### src/rtl/trace_mem_ctrl_pkg.sv
// Shared types and constants for the trace buffer memory controller.
package trace_mem_ctrl_pkg;

  localparam int unsigned TRB_DEPTH = 64;
  localparam int unsigned TRB_WIDTH = 16;

  typedef enum logic [1:0] {
    TrgTrace,
    TrgRwStream,
    TrgWStream,
    TrgRStream
  } trg_mode_t;

  typedef enum logic [1:0] {
    StIdle,
    StArmed,
    StPost,
    StDone
  } ctrl_state_t;

  function automatic logic is_stream(input trg_mode_t m);
    return (m != TrgTrace);
  endfunction

endpackage

### src/rtl/trace_mem_ctrl_ring_ptr.sv
// Ring pointer with one extra wrap bit so full and empty stay distinguishable.
module trace_mem_ctrl_ring_ptr #(
  parameter int unsigned AW = 6
) (
  input  logic        clk,
  input  logic        rst_n,
  input  logic        clr,
  input  logic        inc,
  output logic [AW:0] ptr
);

  logic [AW:0] ptr_q, ptr_d;

  always_comb begin
    ptr_d = ptr_q;
    if (clr) begin
      ptr_d = '0;
    end else if (inc) begin
      ptr_d = ptr_q + (AW+1)'(1);
    end
  end

  always_ff @(posedge clk or negedge rst_n) begin
    if (!rst_n) begin
      ptr_q <= '0;
    end else begin
      ptr_q <= ptr_d;
    end
  end

  assign ptr = ptr_q;

endmodule

### src/rtl/trace_mem_ctrl.sv
// Trace buffer sequencer: capture FSM, shared RAM port arbiter, post-trigger delay, readback.
// Optional overflow counter enabled by defining TRC_OVERFLOW_CNT_EN.
module trace_mem_ctrl
  import trace_mem_ctrl_pkg::*;
#(
  parameter int unsigned DEPTH = TRB_DEPTH,
  parameter int unsigned WIDTH = TRB_WIDTH,
  parameter int unsigned AW    = $clog2(DEPTH),
  parameter int unsigned PW    = $clog2(WIDTH)
) (
  input  logic             clk,
  input  logic             rst_n,
  input  trg_mode_t        mode,
  input  logic             arm,
  input  logic [AW:0]      trg_delay,
  input  logic             store,
  input  logic [WIDTH-1:0] store_data,
  output logic             store_perm,
  input  logic             trg_event,
  input  logic [PW-1:0]    event_pos,
  input  logic             load_request,
  output logic             load_grant,
  output logic [WIDTH-1:0] load_data,
  output logic             trg_delayed,
  output logic [AW-1:0]    trg_addr,
  output logic [PW-1:0]    trg_pos,
  output logic             mem_en,
  output logic             mem_we,
  output logic [AW-1:0]    mem_addr,
  output logic [WIDTH-1:0] mem_wdata,
  input  logic [WIDTH-1:0] mem_rdata
`ifdef TRC_OVERFLOW_CNT_EN
  ,
  output logic [15:0]      ovf_cnt
`endif
);

  ctrl_state_t      state_q;
  trg_mode_t        mode_q;
  logic [AW:0]      cnt_q;
  logic [AW-1:0]    trg_addr_q;
  logic [PW-1:0]    trg_pos_q;
  logic             load_pend_q;
  logic             rd_vld_q;
  logic [WIDTH-1:0] load_data_q;

  logic [AW:0]   wr_ptr, rd_ptr, fill;
  logic [AW-1:0] rd_addr;
  logic          stream, full, empty, acc, eligible, want, issue;

  trace_mem_ctrl_ring_ptr #(.AW(AW)) u_wr_ptr (
    .clk   (clk),
    .rst_n (rst_n),
    .clr   (arm),
    .inc   (acc),
    .ptr   (wr_ptr)
  );

  trace_mem_ctrl_ring_ptr #(.AW(AW)) u_rd_ptr (
    .clk   (clk),
    .rst_n (rst_n),
    .clr   (arm),
    .inc   (issue),
    .ptr   (rd_ptr)
  );

  assign stream = is_stream(mode_q);
  assign fill   = wr_ptr - rd_ptr;
  assign full   = (fill == (AW+1)'(DEPTH));
  assign empty  = (fill == '0);

  always_comb begin
    store_perm = 1'b0;
    case (state_q)
      StArmed: store_perm = stream ? !full : 1'b1;
      StPost:  store_perm = 1'b1;
      default: store_perm = 1'b0;
    endcase
  end

  // Trace readback walks DEPTH words starting at the oldest entry (wr_ptr); rd_ptr counts grants.
  assign eligible = stream ? (state_q == StArmed) && !empty
                           : (state_q == StDone) && !rd_ptr[AW];
  assign rd_addr  = stream ? rd_ptr[AW-1:0] : wr_ptr[AW-1:0] + rd_ptr[AW-1:0];

  assign acc   = store && store_perm;
  assign want  = load_request && !load_pend_q && !rd_vld_q && eligible;
  assign issue = (load_pend_q || want) && !acc && eligible && !arm;

  assign mem_en    = acc || issue;
  assign mem_we    = acc;
  assign mem_addr  = acc ? wr_ptr[AW-1:0] : (issue ? rd_addr : '0);
  assign mem_wdata = acc ? store_data : '0;

  assign load_grant  = rd_vld_q;
  assign load_data   = rd_vld_q ? mem_rdata : load_data_q;
  assign trg_delayed = stream ? (state_q == StArmed) && !empty : (state_q == StDone);
  assign trg_addr    = trg_addr_q;
  assign trg_pos     = trg_pos_q;

  always_ff @(posedge clk or negedge rst_n) begin
    if (!rst_n) begin
      state_q     <= StIdle;
      mode_q      <= TrgTrace;
      cnt_q       <= '0;
      trg_addr_q  <= '0;
      trg_pos_q   <= '0;
      load_pend_q <= 1'b0;
      rd_vld_q    <= 1'b0;
      load_data_q <= '0;
    end else begin
      rd_vld_q <= issue;
      if (rd_vld_q) begin
        load_data_q <= mem_rdata;
      end
      if (arm) begin
        if (state_q == StIdle) begin
          mode_q <= mode;
        end
        state_q     <= StArmed;
        cnt_q       <= '0;
        trg_addr_q  <= '0;
        trg_pos_q   <= '0;
        load_pend_q <= 1'b0;
      end else begin
        load_pend_q <= (load_pend_q || want) && !issue;
        case (state_q)
          StArmed: begin
            if (!stream && acc && trg_event) begin
              trg_addr_q <= wr_ptr[AW-1:0];
              trg_pos_q  <= event_pos;
              cnt_q      <= trg_delay;
              state_q    <= (trg_delay == '0) ? StDone : StPost;
            end
          end
          StPost: begin
            if (acc) begin
              cnt_q <= cnt_q - (AW+1)'(1);
              if (cnt_q == (AW+1)'(1)) begin
                state_q <= StDone;
              end
            end
          end
          default: ;
        endcase
      end
    end
  end

`ifdef TRC_OVERFLOW_CNT_EN
  logic [15:0] ovf_q;

  always_ff @(posedge clk or negedge rst_n) begin
    if (!rst_n) begin
      ovf_q <= '0;
    end else if (arm) begin
      ovf_q <= '0;
    end else if (stream && (state_q == StArmed) && store && !store_perm &&
                 (ovf_q != 16'hFFFF)) begin
      ovf_q <= ovf_q + 16'd1;
    end
  end

  assign ovf_cnt = ovf_q;
`endif

endmodule
### config.mk
export PLATFORM = sky130hd
export DESIGN_NAME = trace_mem_ctrl
export DESIGN_NICKNAME = d
export VERILOG_FILES = /design/src/rtl/trace_mem_ctrl_pkg.sv /design/src/rtl/trace_mem_ctrl_ring_ptr.sv /design/src/rtl/trace_mem_ctrl.sv
export SDC_FILE = /design/constraint.sdc
export NUM_CORES = 1
export LEC_CHECK = 0
export ABC_AREA = 1
export BUFFER_PORTS_ARGS = -buffer_cell sky130_fd_sc_hd__buf_2
export CAP_MARGIN = 20
export CORE_AREA = 2 2 82 84
export DETAILED_ROUTE_END_ITERATION = 16
export DIE_AREA = 0 0 84 86
export HOLD_SLACK_MARGIN = 0.08
export PLACE_DENSITY = 0.87
export SKIP_CTS_REPAIR_TIMING = 1
export SLEW_MARGIN = 15
export SYNTH_ARGS = -nofsm -noshare
export SYNTH_HDL_FRONTEND = slang
export SYNTH_SLANG_ARGS = --single-unit
### constraint.sdc
create_clock -name clk -period 5.3 [get_ports clk]
set_clock_uncertainty 0.1 [all_clocks]
set_input_delay 0.53 -clock clk [delete_from_list [all_inputs] [get_ports clk]]
set_output_delay 0.53 -clock clk [all_outputs]
set_load 0.02 [all_outputs]
==> results by group, run 1 <==
Logic synthesis
  • Register area share after synthesis: 38.0%
  • Synth top area share: 38.0%
  • Netlist cell types: 34
  • Syn Inst Count: 466
  • Top cells by area, synth: dfrtp_1 38%, nand2_1 13%, inv_1 8.1%, nand3_1 7.2%, ha_1 6.8%
  • Post-Synth Adder-Cell Area: 7.38%
  • Mux share of post-synthesis cell area: 5.80%
  • Synth area leader: dfrtp_1
  • Simple-Gate Fraction of Synth Area: 30.3%
  • Number of synthesized register bits: 53
  • Syn. warnings: 0
  • Compound-Gate Fraction of Synth Area: 6.27%
  • Mean cell area of the mapped netlist: 7.50 um2
  • Post-Synth XOR/XNOR Area: 2.01%
  • Mapped Area: 3490 um2
  • Synth Net Count: 537
  • Combinational family with the most area after synthesis: simple AND/OR/NAND/NOR gates

Floorplan
  • Initial Util: 55.7%
  • Die Y: 86 um
  • Row count: 29
  • Die footprint: 7220 um2
  • Core area: 6280 um2
  • Die X: 84 um
  • I/O pins: 104

Timing
  • Min Tclk post-route: 3.84 ns
  • Slew headroom: 38.5%
  • Count of final setup violators: 0
  • Fmax: 261 MHz
  • Period utilization: 72.4%
  • Final setup TNS: 0 ns
  • Max-slew violations: 0
  • Final hold slack: 0.229 ns
  • Slew at the pin with the worst max-slew slack: 0.922 ns
  • Hold Vio Cnt, Final: 0
  • Unrepaired setup endpoints after global routing: false

Global routing
  • GR Overflow Total: 0
  • Total track usage: 25.3%
  • Global-route wire length before repair: 14900 um
  • Largest net degree at the start of global routing: 54
  • Vias in the first global route: 3331
  • Initial antenna violation count: 0

Power
  • P per Cell Area: 364 nW/um2
  • Worst vdd ir: 257 uV
  • Leakage power: 2.49 nW

Layout
  • Final nets: 635
  • Post-route insts no fill: 642
  • Layout cells sized above 1: 25.7%
  • # diodes: 0
  • Layout area overhead: 18.1%

Drt
  • Post-route DRC violation count: 0
  • DR pass1 iterations: 5
  • Antenna Nets Post-Route: 0
  • Via Count: 3365
  • Post-DR wirelength/cell: 13.7 um
  • DRT iter0 DRCs: 166
  • Drt via density: 5.24
  • Total Wirelength: 8810 um

Clock tree
  • Clock net sink count: 53
  • CTS buffer count: 5
  • CTS H-tree depth: 2
  • Clock-pin transition on the worst setup and hold timing paths: 0.10 ns
  • Root Driver: clkbuf_8
  • TritonCTS clock tree: built
  • Skew-Pair Late Insertion Delay: 0.31 ns
  • Clock buffer depth: 2

Worst setup path
  • R2r setup slk: 1.84 ns
  • Largest stage delay, worst path: 0.48 ns
  • Crit. End Element: primary output
  • Launch point of the worst reg-to-reg path: u_rd_ptr.ptr[2]
  • Family with the most delay on the worst path: simple AND/OR/NAND/NOR gates
  • Crit path cell chain: inv_1, ha_1, nand2_1, nor2_1, nand2_1, nand3_1, nand2_1, nand2_1, nor2_2, nand3_1, nand2_1, nand2_2, nand3_4, inv_1, nand2_1, nand2_1, buf_2
  • CP Max Fanout: 26
  • Reg2reg path depth: 17
  • Crit start category: register
  • WS Path Type: register to primary output
  • Worst path slowest cell: dfrtp_1
  • Crit path buffers/inverters: 3
  • R2r endpoint: cnt_q[6]
  • Worst Path Arrival: 3.21 ns
  • Worst EP required: 4.67 ns
  • Crit path top cell by count: nand2_1

Flow run
  • Max-cap violations: 0

Placement
  • Dpl cells: 634
  • GPL Wtd Cong: 0.909
  • Post-DP HPWL: 6760 um
  • PortBufs: 103

Worst hold path
  • HP Class: input pin to async pin

Run status
  • Status: completed
registers in the layout (all words and copies together), names as in the netlist:
name / cells
u_wr_ptr.ptr: 7
cnt_q: 7
state_q: 2
mode_q: 2
trg_pos: 4
u_rd_ptr.ptr: 7
load_pend_q: 1
load_grant: 1
trg_addr: 6
load_data_q: 16
cells by family after synthesis:
| logic type | Yosys count |
|---|---|
| buffers and inverters | 89 |
| AO/OA/AOI/OAI | 40 |
| XOR/XNOR | 8 |
| adder cells (fa/ha/maj) | 20 |
| multiplexers | 18 |
| AND/OR/NAND/NOR | 238 |
| flip-flops | 53 |
metrics by stage:
stage	util, %	instance area (um2)	power (W)	setup slack [ns]
finish	65.7	4120	0.00150	1.46
global route	65.7	4120	0.00162	1.13
CTS	65.7	4120	0.00150	1.53
detailed placement	64.3	4040	0.00127	1.89
global placement	64.3	4040	0.00125	1.93
floorplan	-	3490	0.00107	2.41
layer usage:
metal | GRT usage [%] | wire, um | up-vias
met5 | 0 | 0 | -
met4 | 9.68 | 144 | 0
met3 | 2.60 | 529 | 14
met2 | 46.3 | 4610 | 143
met1 | 30.8 | 3530 | 1544
li1 | - | - | 1664
how the worst max path moves through the flow:
stage | from | to | slack, ns | cells past startpoint
2_1_floorplan | u_rd_ptr.ptr[2] | mem_en | 2.41 | 16
3_5_place_dp | u_rd_ptr.ptr[2] | mem_addr[4] | 1.89 | 17
3_3_place_gp | u_rd_ptr.ptr[1] | mem_addr[5] | 1.93 | 18
4_1_cts | u_rd_ptr.ptr[2] | mem_addr[4] | 1.53 | 17
5_1_grt | u_rd_ptr.ptr[2] | mem_addr[1] | 1.13 | 17
6_report | u_rd_ptr.ptr[2] | mem_addr[2] | 1.46 | 17
cell usage after synthesis:
master,number
fa_1,1
o22ai_1,3
xor2_1,5
nor2_4,1
buf_1,2
ha_1,19
or2_0,1
a32o_1,1
nand3_4,2
buf_2,3
dfrtp_1,53
buf_4,2
nand3b_1,2
nand2_2,6
inv_1,75
o41ai_1,1
nor3_1,3
a211oi_1,1
o21ai_0,20
o31ai_1,1
nand4_1,7
xnor2_1,3
nor2_1,36
nand2_4,1
nand3_1,50
nand2_1,124
a31oi_1,1
a21oi_1,12
inv_2,1
buf_6,2
nor2_2,3
or2_2,2
mux2_2,18
clkbuf_1,4
area by class of cell:
type	count	area, um2
tap	77	96.3
inverter	76	285
sequential	53	1330
fill	528	2150
multi-input combinational	324	1810
clock buffer	6	72.6
timing repair buffer	104	523
clock inverter	2	13.8
placed cells by master, fill, tap and decap left out, drive strengths merged:
master    n
a211oi    1
a21oi    12
a31oi     1
a32o      1
buf     104
clkbuf    6
clkinv    1
dfrtp    53
fa        1
ha       19
inv      77
mux2     18
nand2   131
nand3    52
nand3b    2
nand4     7
nor2     40
nor3      3
o21ai    20
o22ai     3
o31ai     1
o41ai     1
or2       3
xnor2     3
xor2      5
where the power goes:
| group | internal [W] | switching (W) | leakage [nW] | total (W) |
|---|---|---|---|---|
| registers | 0.000483 | 0.0000598 | 0.718 | 0.000543 |
| logic | 0.000246 | 0.000483 | 1.73 | 0.000729 |
| clock network | 0.0000945 | 0.000136 | 0.0456 | 0.000231 |
Note: power is estimated with default switching activity, not from simulation.
==> run 2, diff against run 1 <==
--- a/config.mk
+++ b/config.mk
@@ -5,14 +5,14 @@
 export SDC_FILE = /design/constraint.sdc
 export NUM_CORES = 1
 export LEC_CHECK = 0
-export ABC_AREA = 1
+export ABC_AREA = 0
 export BUFFER_PORTS_ARGS = -buffer_cell sky130_fd_sc_hd__buf_2
 export CAP_MARGIN = 20
-export CORE_AREA = 2 2 82 84
+export CORE_AREA = 2 2 84 86
 export DETAILED_ROUTE_END_ITERATION = 16
-export DIE_AREA = 0 0 84 86
+export DIE_AREA = 0 0 86 88
 export HOLD_SLACK_MARGIN = 0.08
-export PLACE_DENSITY = 0.87
+export PLACE_DENSITY = 0.81
 export SKIP_CTS_REPAIR_TIMING = 1
 export SLEW_MARGIN = 15
 export SYNTH_ARGS = -nofsm -noshare
==> constraint.sdc (replaced) <==
create_clock -name clk -period 3.8 [get_ports clk]
set_clock_uncertainty 0.1 [all_clocks]
set_input_delay 0.38 -clock clk [delete_from_list [all_inputs] [get_ports clk]]
set_output_delay 0.38 -clock clk [all_outputs]
set_load 0.02 [all_outputs]
==> run 2 against run 1 <==
Effect of this change:
- combinational power increased by 22%
- wire length decreased by 3.8%
- setup slack got worse by 1.4 ns
- largest cell class unchanged
==> results by group, run 2 <==
Run status
  • Status: completed

Logic synthesis
  • Register area share after synthesis: 39.2%
  • Top FF cell, synth: dfrtp_1
  • Top-count cell post-synth: dfrtp_1
  • Mean cell area of the mapped netlist: 9.43 um2
  • Netlist cell types: 54
  • Syn Inst Count: 359
  • EDFF count, synth: 0
  • Synth async-reset ratio: 100%
  • Syn. warnings: 0
  • Synth area leader: dfrtp_1
  • Number of synthesized register bits: 53
  • Synth Net Count: 430
  • Top cells by area, synth: dfrtp_1 39%, mux2_2 7.3%, ha_1 7.0%, nor2_1 4.4%, mux2i_1 3.8%
  • Mapped Area: 3390 um2
  • Most frequent cells after synthesis: 53 x dfrtp_1, 40 x nor2_1, 22 x mux2_2
  • Synth top area share: 39.2%

Worst setup path
  • WS Path Type: register to primary output
  • Worst Path Arrival: 3.23 ns
  • Crit. End Element: primary output
  • Launch point of the worst reg-to-reg path: u_rd_ptr.ptr[2]
  • Reg2reg path depth: 10
  • Worst EP required: 3.32 ns
  • Crit start category: register
  • R2r setup slk: 0.35 ns
  • Crit path from: u_rd_ptr.ptr[2]
  • CP Max Fanout: 9

Worst hold path
  • HP Class: input pin to register
  • Worst hold path cell count: 2
  • HP Start: mode[1]

Global routing
  • Global-route wire length before repair: 13200 um
  • GR Overflow Total: 0
  • Initial antenna violation count: 0
  • Largest net degree at the start of global routing: 32
  • Vias in the first global route: 2793
  • Total track usage: 22.1%

Layout
  • FILL cells: 544
  • Post-route insts no fill: 551
  • # diodes: 0
  • Final nets: 541
  • Largest Register: load_data_q
  • Most frequent cells in the layout: 103 x buf_2, 51 x dfrtp_1, 40 x nor2_1
  • Reg area: 1330 um2
  • Area of the multi-input gates: 1950 um2
  • Commonest non-fill, non-tap cell in the layout: buf_2
  • Max FFs per register: 16
  • Layout cells sized above 1: 36.7%
  • Layout area overhead: 24.7%

Floorplan
  • Die footprint: 7570 um2
  • Row count: 30
  • Core area: 6640 um2
  • Die Y: 88 um
  • I/O pins: 104
  • Initial Util: 51.0%
  • Die X: 86 um

Timing
  • Fmax: 270 MHz
  • Min Tclk post-route: 3.71 ns
  • Count of final setup violators: 0
  • Slew headroom: 39.8%
  • Hold Vio Cnt, Final: 0
  • Slew at the pin with the worst max-slew slack: 0.900 ns
  • Max-slew violations: 0
  • Period utilization: 97.6%
  • Final setup TNS: 0 ns
  • Final setup margin: 0.0907 ns

Drt
  • Antenna Nets Post-Route: 0
  • DRT met1 WL: 3690 um
  • Met3 Routed Length: 600 um
  • Post-DR wirelength/cell: 15.4 um
  • Drt via density: 5.55
  • Highest routed layer: met4
  • DR pass1 iterations: 4
  • Total Wirelength: 8470 um
  • Met2 Routed Length: 3950 um
  • DRT iter0 DRCs: 191
  • Post-route DRC violation count: 0
  • Via Count: 3060

Clock tree
  • CTS buffer count: 5
  • Clock net sink count: 53
  • Root Driver: clkbuf_8
  • TritonCTS clock tree: built
  • Clock-pin transition on the worst setup and hold timing paths: 0.10 ns
  • Skew-Pair Late Insertion Delay: 0.31 ns
  • Clock buffer depth: 2
  • CTS H-tree depth: 2

Power
  • Worst vdd ir: 455 uV
  • Leakage power: 2.09 nW
  • P per Cell Area: 479 nW/um2

Placement
  • GPL Wtd Cong: 0.914
  • PortBufs: 103
  • DP Worst Slack: 0.167 ns
  • Dpl cells: 539
  • Post-DP HPWL: 6090 um

Flow run
  • Max-cap violations: 0
[run 2: cell count changes after synthesis, moves of 9 or more]
cell,before,now
nand2_1,124,21
mux2i_1,0,13
clkbuf_1,4,14
nand3_1,50,5
and2_1,0,17
nor2b_1,0,9
inv_1,75,18
[run 2: area by class of cell]
cell class	count	area share, %
clock buffer	5	1.63
clock inverter	3	1.04
inverter	18	1.60
multi-input combinational	270	46.2
sequential	53	31.5
tap	80	2.37
timing repair buffer	122	15.6
[run 2: path summary, 6_finish.rpt]
check,endpoint
max,mem_addr[0]
min,mode_q[1]
max reg2reg,u_rd_ptr.ptr[2]
min reg2reg,load_data_q[10]
max in group asynchronous,u_rd_ptr.ptr[3]
min in group asynchronous,load_data_q[10]
[run 2: per-stage QoR]
stage	hold slack [ns]	util [%]	total power, W	area, um2
2_1_floorplan	-0.0156	-	0.00132	3390
3_3_place_gp	0.265	60.7	0.00157	4030
3_5_place_dp	0.268	60.7	0.00159	4030
4_1_cts	-0.0782	62.4	0.00199	4140
5_1_grt	0.193	63.5	0.00215	4220
6_report	0.196	63.5	0.00202	4220
[run 2: report_power, final]
group / switching (W) / internal (W) / total, W
registers: 0.0000608 / 0.000677 / 0.000738
clock network: 0.000193 / 0.000198 / 0.000391
logic: 0.000518 / 0.000375 / 0.000893
[run 2: layer usage]
metal  global-route usage, %  vias to the layer above
met5                       0                        -
met4                    8.37                        0
met3                    5.47                       17
met2                    34.2                      119
met1                    30.2                     1431
li1                        -                     1493
[run 2: cell families after synthesis]
logic type,count (synthesis),synth area share (%)
adders and majority gates,20,7.61
AOI/OAI and AO/OA,74,14.5
xor gates and xnor gates,6,1.55
and+or+nand+nor,131,20.3
muxes,38,12.3
DFF,53,39.2
buffers and inverters,37,4.66
[run 2: worst max-delay path: stages (launching register included)]
cell	delay, ns
dfrtp_1	0.36
inv_1	0.07
ha_2	0.42
nand2_1	0.07
o21ai_1	0.16
mux2_4	0.32
or3_4	0.41
o41a_4	0.50
a211oi_1	0.27
a22o_1	0.18
buf_2	0.16
==> run 3, diff against run 2 <==
--- a/config.mk
+++ b/config.mk
@@ -12,6 +12,7 @@
 export DETAILED_ROUTE_END_ITERATION = 16
 export DIE_AREA = 0 0 86 88
 export HOLD_SLACK_MARGIN = 0.08
+export MAX_ROUTING_LAYER = met4
 export PLACE_DENSITY = 0.81
 export SKIP_CTS_REPAIR_TIMING = 1
 export SLEW_MARGIN = 15
==> run 3 against run 2 <==
Effect of this change:
- sequential share of layout area down 0.15 points
- cell area up 0.39%
- core utilization up 0.24 points
- sequential cell count unchanged
- non-clock buffer count up 2
- wire length up 4.8%
- via count up 0.23%
- combinational power up 2.7%
- register-to-register slack better by 0.03 ns
- hold slack better by 0.011 ns
- clock power down 13%
- first-iteration DRC count down 23%
- critical endpoint is now mem_addr[3]
- largest cell class unchanged
==> results by group, run 3 (synthesis results as in run 2) <==
Run status
  • Status: completed

Power
  • P per Cell Area: 472 nW/um2
  • Worst vdd ir: 474 uV
  • Leakage power: 2.10 nW
  • Design Power: 0.00200 W

Clock tree
  • CTS H-tree depth: 2
  • Clock buffer depth: 2
  • TritonCTS clock tree: built
  • CTS buffer count: 5
  • Skew-Pair Late Insertion Delay: 0.31 ns
  • Root Driver: clkbuf_8
  • Clock net sink count: 53
  • Clock-pin transition on the worst setup and hold timing paths: 0.10 ns

Drt
  • Post-DR wirelength/cell: 16.1 um
  • Post-route DRC violation count: 0
  • DR pass1 iterations: 4
  • Via Count: 3067
  • Drt via density: 5.55
  • DRT iter0 DRCs: 147
  • Total Wirelength: 8880 um
  • Antenna Nets Post-Route: 0

Worst setup path
  • Largest stage delay, worst path: 0.44 ns
  • Worst setup path endpoint: mem_addr[3]
  • R2r endpoint: u_rd_ptr.ptr[3]
  • Family with the most delay on the worst path: compound AO/OA/AOI/OAI gates
  • Crit path cell chain: inv_1, ha_2, nand2b_1, o211ai_1, or3_1, or3_4, o41a_4, a211oi_1, a22o_1, buf_2
  • Crit start category: register
  • Crit path buffers/inverters: 2
  • Crit path from: u_rd_ptr.ptr[5]
  • Worst EP required: 3.32 ns
  • Crit. End Element: primary output
  • CP Max Fanout: 8
  • Number of cells on the critical path: 10
  • Reg2reg path depth: 10
  • WS Path Type: register to primary output
  • Worst Path Arrival: 3.21 ns
  • R2r setup slk: 0.38 ns
  • Worst path slowest cell: o41a_4
  • Launch point of the worst reg-to-reg path: u_rd_ptr.ptr[5]

Global routing
  • Total track usage: 23.6%
  • Global-route wire length before repair: 13800 um
  • GR Overflow Total: 0
  • GRT met1 Usage: 33.1%
  • GR Util met3: 2.92%
  • Largest net degree at the start of global routing: 28
  • Vias in the first global route: 2816
  • Initial antenna violation count: 0
  • Most Crowded Layer GR: met2
  • Met2 usage: 37.0%

Floorplan
  • Die footprint: 7570 um2
  • Die X: 86 um
  • Initial Util: 51.0%
  • Die Y: 88 um
  • Core area: 6640 um2
  • Row count: 30
  • I/O pins: 104

Layout
  • Largest Register: load_data_q
  • FILL cells: 564
  • Post-route insts no fill: 553
  • Commonest non-fill, non-tap cell in the layout: buf_2
  • Final nets: 543
  • Layout cells sized above 1: 36.6%
  • Max FFs per register: 16
  • # diodes: 0
  • Most frequent cells in the layout: 103 x buf_2, 52 x dfrtp_1, 40 x nor2_1
  • Layout area overhead: 25.2%

Placement
  • Post-DP HPWL: 6420 um
  • Dpl cells: 541
  • PortBufs: 103
  • GPL Wtd Cong: 0.918

Timing
  • Slew at the pin with the worst max-slew slack: 0.697 ns
  • Count of final setup violators: 0
  • Fmax: 271 MHz
  • Min Tclk post-route: 3.69 ns
  • Slew headroom: 53.5%
  • Max-slew violations: 0
  • Period utilization: 97.2%
  • Hold Vio Cnt, Final: 0

Worst hold path
  • HP Class: input pin to register

Flow run
  • Max-cap violations: 0
-- run 3: cell types whose count changed in the layout (fill, tap and decap cells not counted), sizes merged --
| cell | before | now |
|---|---|---|
| buf | 121 | 123 |
| inv | 19 | 20 |
| bufinv | 1 | 0 |
-- run 3: routing by layer --
layer | share of wire, % | wire [um]
met1 | 45 | 3990
met2 | 51 | 4490
met3 | 3.9 | 349
met4 | 0.61 | 54
met5 | 0 | 0
-- run 3: power breakdown --
| group | total [W] | switching [W] | internal [W] |
|---|---|---|---|
| registers | 0.000741 | 0.0000638 | 0.000677 |
| logic | 0.000917 | 0.000533 | 0.000384 |
| clock network | 0.000341 | 0.000203 | 0.000138 |
-- run 3: worst min-delay path by stage --
stage                      end  cells after the start  startpoint  slack, ns
6_report             mode_q[0]                      2     mode[0]       0.21
5_1_grt              mode_q[0]                      2     mode[0]       0.19
4_1_cts        load_data_q[10]                      1       rst_n      -0.04
3_5_place_dp   load_data_q[12]                      1       rst_n       0.31
3_3_place_gp    load_data_q[6]                      1       rst_n       0.31
2_1_floorplan         cnt_q[0]                      0       rst_n      -0.02
-- run 3: final cells by class --
class	instances	area [um2]	share of cell area, %
multi-input cells	270	1970	46.5
clock inverters	3	28.8	0.679
flip-flops and latches	53	1330	31.3
repair buffers	124	676	15.9
well taps	80	100	2.36
clock buffers	5	68.8	1.62
inverters	18	67.6	1.59
-- run 3: per-stage QoR --
step | setup TNS, ns | cell area [um2] | hold WS [ns] | utilization [%] | worst slack, ns
final | 0 | 4240 | 0.207 | 63.8 | 0.106
after global routing | -0.00142 | 4240 | 0.191 | 63.8 | -0.00142
after CTS | -3.11 | 4140 | -0.0359 | 62.4 | -0.228
after detailed placement | 0 | 4050 | 0.313 | 60.9 | 0.126
after global placement | 0 | 4050 | 0.308 | 60.9 | 0.166
after floorplan | 0 | 3390 | -0.0156 | - | 0.383
-- run 3: worst reg2reg max path, delay by kind of cell, from the launching register on --
family / cells / cell delay, ns
compound gates: 3 / 0.69
fa+ha+maj: 1 / 0.35
buf+inv: 2 / 0.37
flops: 1 / 0.39
simple gates: 4 / 1.46
